$ cat src/rtl/serial_add_sched.sv
// Round-robin two-port scheduler driving one 1-bit add slice, LSB first, for WIDTH cycles.
// Define SERIAL_ADD_CARRY_EN for a true ripple add; otherwise the slice is carry-less (a ^ b).
module serial_add_sched #(
    parameter int WIDTH = 8
) (
    input  logic             clk,
    input  logic             rst_n,
    input  logic             in0_valid,
    output logic             in0_ready,
    input  logic [WIDTH-1:0] in0_a,
    input  logic [WIDTH-1:0] in0_b,
    input  logic             in1_valid,
    output logic             in1_ready,
    input  logic [WIDTH-1:0] in1_a,
    input  logic [WIDTH-1:0] in1_b,
    output logic             out_valid,
    input  logic             out_ready,
    output logic [WIDTH-1:0] out_sum,
    output logic             out_carry,
    output logic             out_id,
    output logic             busy
);

    typedef enum logic [1:0] {IDLE, RUN, DONE} state_t;

    localparam int IDX_W = (WIDTH > 1) ? $clog2(WIDTH) : 1;
    localparam logic [IDX_W-1:0] LAST_IDX = IDX_W'(WIDTH - 1);

    state_t           state;
    state_t           state_next;
    logic             grant;
    logic             grant_valid;
    logic             accept;
    logic             last_grant;
    logic             id_q;
    logic             bit_s;
    logic             bit_c;
    logic [IDX_W-1:0] idx;
    logic [WIDTH-1:0] a_q;
    logic [WIDTH-1:0] b_q;
    logic [WIDTH-1:0] sum_q;
    logic [WIDTH:0]   sum_ext;

    // Handshake: a transfer happens on a rising edge where valid && ready are both high;
    // a requester keeps valid and operands steady until it sees ready.
    always_comb begin
        grant_valid = in0_valid | in1_valid;
        if (in0_valid && in1_valid) begin
            grant = ~last_grant;
        end else begin
            grant = in1_valid;
        end
    end

    assign accept = (state == IDLE) && grant_valid;

    always_ff @(posedge clk or negedge rst_n) begin
        if (!rst_n) begin
            state <= IDLE;
        end else begin
            state <= state_next;
        end
    end

    always_comb begin
        state_next = state;
        case (state)
            IDLE:    if (accept) state_next = RUN;
            RUN:     if (idx == LAST_IDX) state_next = DONE;
            DONE:    if (out_ready) state_next = IDLE;
            default: state_next = IDLE;
        endcase
    end

    always_comb begin
        in0_ready = (state == IDLE) && grant_valid && !grant;
        in1_ready = (state == IDLE) && grant_valid && grant;
        out_valid = (state == DONE);
        busy      = (state != IDLE);
    end

    // Operands shift right so the slice always reads bit 0; sums enter at the MSB.
    assign bit_s   = a_q[0] ^ b_q[0] ^ bit_c;
    assign sum_ext = {bit_s, sum_q};

    always_ff @(posedge clk or negedge rst_n) begin
        if (!rst_n) begin
            a_q        <= '0;
            b_q        <= '0;
            sum_q      <= '0;
            idx        <= '0;
            id_q       <= 1'b0;
            last_grant <= 1'b1;
        end else if (accept) begin
            a_q        <= grant ? in1_a : in0_a;
            b_q        <= grant ? in1_b : in0_b;
            sum_q      <= '0;
            idx        <= '0;
            id_q       <= grant;
            last_grant <= grant;
        end else if (state == RUN) begin
            a_q   <= a_q >> 1;
            b_q   <= b_q >> 1;
            sum_q <= sum_ext[WIDTH:1];
            idx   <= idx + 1'b1;
        end
    end

`ifdef SERIAL_ADD_CARRY_EN
    logic carry_q;

    always_ff @(posedge clk or negedge rst_n) begin
        if (!rst_n) begin
            carry_q <= 1'b0;
        end else if (accept) begin
            carry_q <= 1'b0;
        end else if (state == RUN) begin
            carry_q <= (a_q[0] & b_q[0]) | (a_q[0] & carry_q) | (b_q[0] & carry_q);
        end
    end

    assign bit_c     = carry_q;
    assign out_carry = carry_q;
`else
    assign bit_c     = 1'b0;
    assign out_carry = 1'b0;
`endif

    assign out_sum = sum_q;
    assign out_id  = id_q;

endmodule

$ cat config.mk
export PLATFORM = sky130hd
export DESIGN_NAME = serial_add_sched
export DESIGN_NICKNAME = d
export VERILOG_FILES = /design/src/rtl/serial_add_sched.sv
export SDC_FILE = /design/constraint.sdc
export NUM_CORES = 1
export LEC_CHECK = 0
export ABC_CLOCK_PERIOD_IN_PS = 3570
export CAP_MARGIN = 20
export CORE_AREA = 2 2 59 61
export CTS_BUF_LIST = sky130_fd_sc_hd__clkbuf_8
export DETAILED_ROUTE_END_ITERATION = 8
export DIE_AREA = 0 0 61 63
export PLACE_DENSITY = 0.8
export REMOVE_ABC_BUFFERS = 1
export SYNTH_ARGS = -nofsm -noshare
export SYNTH_HDL_FRONTEND = slang
export SYNTH_SLANG_ARGS = --single-unit
$ cat constraint.sdc
create_clock -name clk -period 3.57 [get_ports clk]
set_input_delay 0.5355 -clock clk [delete_from_list [all_inputs] [get_ports clk]]
set_output_delay 0.5355 -clock clk [all_outputs]
set_load 0.01 [all_outputs]
==> flow_summary_export.csv <==
group,metric,value,unit
global_route,antenna_found_initial,0,
synth,syn-instance-count,132,
route,wl_met3,251,µm
cells_and_area,post-route-util,65.89,%
route,first_pass_iters,4,
hold_path,hp-class,"flip-flop to flip-flop",
route,drc_errors,0,
floorplan,rows,21,
timing,fin_setup_tns,0,ns
placed_design,io_buffers,49,
timing,finalMaxSlewViolations,0,
clocking,worstSkewPairLatency,0.27,ns
synth,synth_area_leaders,"dfrtp_1 (49%), a32oi_1 (7.9%), a22o_1 (6.2%), a2bb2oi_1 (6.2%), a311oi_1 (6.2%)",
hold_path,min_to,"out_id$_DFFE_PN0P_",
timing,finalHoldViolCount,0,
worst_setup_path,rrSetupSlack,1.17,ns
timing,rsz0062_at_grt,"no",
route,drt_iter0_drc,80,
timing,finClkSkew,0.004485,ns
worst_setup_path,cp.arrival,2.29,ns
cells_and_area,diodes,0,
hold_path,hold_start,"out_id$_DFFE_PN0P_",
route,wl,3.870,mm
synth,ys_warn_count,0,
floorplan,coreArea,3232,µm²
clocking,cts_tree,"built",
global_route,grt.total_usage,21.01,%
timing,whs,0.5207,ns
global_route,grt_pass1_vias,1299,
timing,setup_viol,0,
placed_design,dp_hpwl,2.603,mm
floorplan,ios,51,
clocking,postCtsSetupBuffers,0,
worst_setup_path,required,3.03,ns
pwr,vdd_drop_max,0.5247,mV
timing,min_period,2.829,ns
cells_and_area,area_growth,37.59,%
timing,layout_setup_ws,0.7413,ns
route,wl_per_cell,17.35,µm
placed_design,dpl_cell_area,2029,µm²
floorplan,initial_core_util,47.89,%
cells_and_area,nNetsFinal,215,
route,drt-met1-wl,1.707,mm
synth,syn_avg_cell_area,11.73,µm²
clocking,root_buffer,"clkbuf_8",
clocking,cts_resized,0,
cells_and_area,drive_gt1_share,8.475,%
status,status,"finished, final reports clean",
worst_setup_path,cp_max_fo,16,
pwr,powerDensity,807.7,nW/µm²
route,drtAntennaViolNets,0,
clocking,path_clk_slew,0.06,ns
floorplan,die_area,3843,µm²
clocking,clock-sinks,31,
global_route,grt_start_max_net_pins,32,
clocking,cts_buffers,5,
synth,syn_area,1548,µm²
cells_and_area,final_area,2130,µm²
clocking,ctsHtreeMaxLevel,2,
synth,yosys.area.top_type,"dfrtp_1",
worst_setup_path,cpMostUsedCell,"clkdlybuf4s50_1",
timing,timing.final.crit_share,79.24,%
clocking,cts_hold_buf,0,
clocking,cts_buffer_depth,2,
cells_and_area,final_common_cell,"clkdlybuf4s50_1",
global_route,grt_overflow_total,0,
synth,ys_seq_elements,31,
worst_setup_path,cp-start-kind,"primary input",
synth,yosysUniqueCellTypes,32,
timing,worst_pin_slew,0.9125,ns
global_route,grt_pass1_wl,6.072,mm
worst_setup_path,r2r_start,"state[0]$_DFFE_PN0P_",
route,vias,1317,
placed_design,pre_cts_slack,0.7687,ns
synth,ys_seq_area_share,50.20,%
route,top_layer_used,"met4",
timing,slew-limit-headroom,38.84,%
placed_design,globalplace.congestion,0.7917,
worst_setup_path,r2r_cells,3,
worst_setup_path,crit_slowest_cell,"clkdlybuf4s50_1",
pwr,power.leakage,0.8876,nW
run,cap_violations,0,
worst_setup_path,cp_cell_sequence,"clkdlybuf4s50_1 > nor3b_2 > buf_4 > and2_1 > clkdlybuf4s50_1",
hold_path,hold_depth,2,
worst_setup_path,cp_slowest_stage_delay,0.56,ns
route,vias_per_cell,5.906,
worst_setup_path,end_kind,"primary output",
worst_setup_path,reg2reg_to,"a_q[7]$_DFFE_PN0P_",
floorplan,die_h,63,µm
route,route.met2.wl,1.877,mm
cells_and_area,mostFrequentLayoutCells,"clkdlybuf4s50_1 (49), dfrtp_1 (30), a32oi_1 (14)",
synth,synth.top_cell.area_share,48.50,%
floorplan,die_w,61,µm
worst_setup_path,crit_type,"primary input to primary output",
cells_and_area,n_fill_cell,254,
timing,clock.fmax,0.3535,GHz
## logic make-up after synthesis
kind of cell / Yosys count / share of synthesized area [%]
flops: 31 / 50.20
buf+inv: 19 / 6.709
other cells: 1 / 0.2423
fa+ha+maj: 2 / 1.617
simple gates: 22 / 9.377
xor+xnor: 1 / 0.5660
mux: 1 / 0.7275
compound gates: 55 / 30.56
## critical path: cells and delay by family
kind / cells / cell delay [ns]
buffers and inverters: 3 / 1.34
and+or+nand+nor: 2 / 0.41
## report_power, final
part           internal [W]  total [W]  leakage, nW  switching [W]
clock network      0.000173   0.000292       0.0557       0.000119
registers          0.000517   0.000669        0.389       0.000152
logic              0.000422   0.000759        0.443       0.000337
total               0.00111    0.00172        0.888       0.000608
## sequential cells by signal, indices dropped and copies added (netlist names)
name / cells
out_id: 1
a_q: 8
state: 2
out_sum: 8
last_grant: 1
b_q: 8
idx: 3
## synthesized netlist by cell type
cell type and count:
a22o_1 11, ha_1 2, a2bb2oi_1 11, and2_1 2, buf_4 3, dfstp_2 1, a21oi_1 1, buf_2 5
o22a_1 1, a211oi_1 3, a32oi_1 14, buf_6 2, clkbuf_1 4, nand3_1 6, o21ai_0 1, and3_1 2
dfrtp_1 30, nor2_1 2, xor2_1 1, conb_1 1, inv_1 4, nor2b_1 2, mux2_2 1, nand2b_1 2
buf_1 1, a221o_1 2, nand2_1 1, nor3b_4 1, nor3_2 1, or2_1 2, a311oi_1 11, nor3b_2 1
## cell type report
class | count | area (µm²) | area share (%)
Clock buffer | 7 | 96.34 | 4.524
Sequential cell | 31 | 777.0 | 36.49
Clock inverter | 1 | 3.754 | 0.1763
Multi-Input combinational cell | 82 | 666.9 | 31.32
Inverter | 4 | 15.01 | 0.7051
Timing Repair Buffer | 52 | 513.0 | 24.09
Tap cell | 46 | 57.56 | 2.703
## worst max path at each step
stage | start | to | slack, ns | depth (start not counted)
global placement | in1_valid | in1_ready | 0.84 | 5
CTS | in1_valid | in1_ready | 0.76 | 5
global route | in1_valid | in1_ready | 0.65 | 5
detailed placement | in1_valid | in1_ready | 0.77 | 5
floorplan | state[0]$_DFFE_PN0P_ | in1_ready | 1.56 | 2
finish | in1_valid | in1_ready | 0.74 | 5
## per-stage QoR
stage	cells	total power, W
after global placement	215	0.001392
after detailed placement	215	0.001423
final	223	0.001720
after floorplan	117	0.001117
after global routing	223	0.001844
after CTS	223	0.001727
## layer usage
layer / vias to the layer above / track usage (%)
met5: - / 0
li1: 618 / -
met2: 60 / 32.80
met4: 0 / 5.978
met3: 4 / 5.383
met1: 635 / 28.55
No activity file was read; power rests on OpenSTA's default activity.
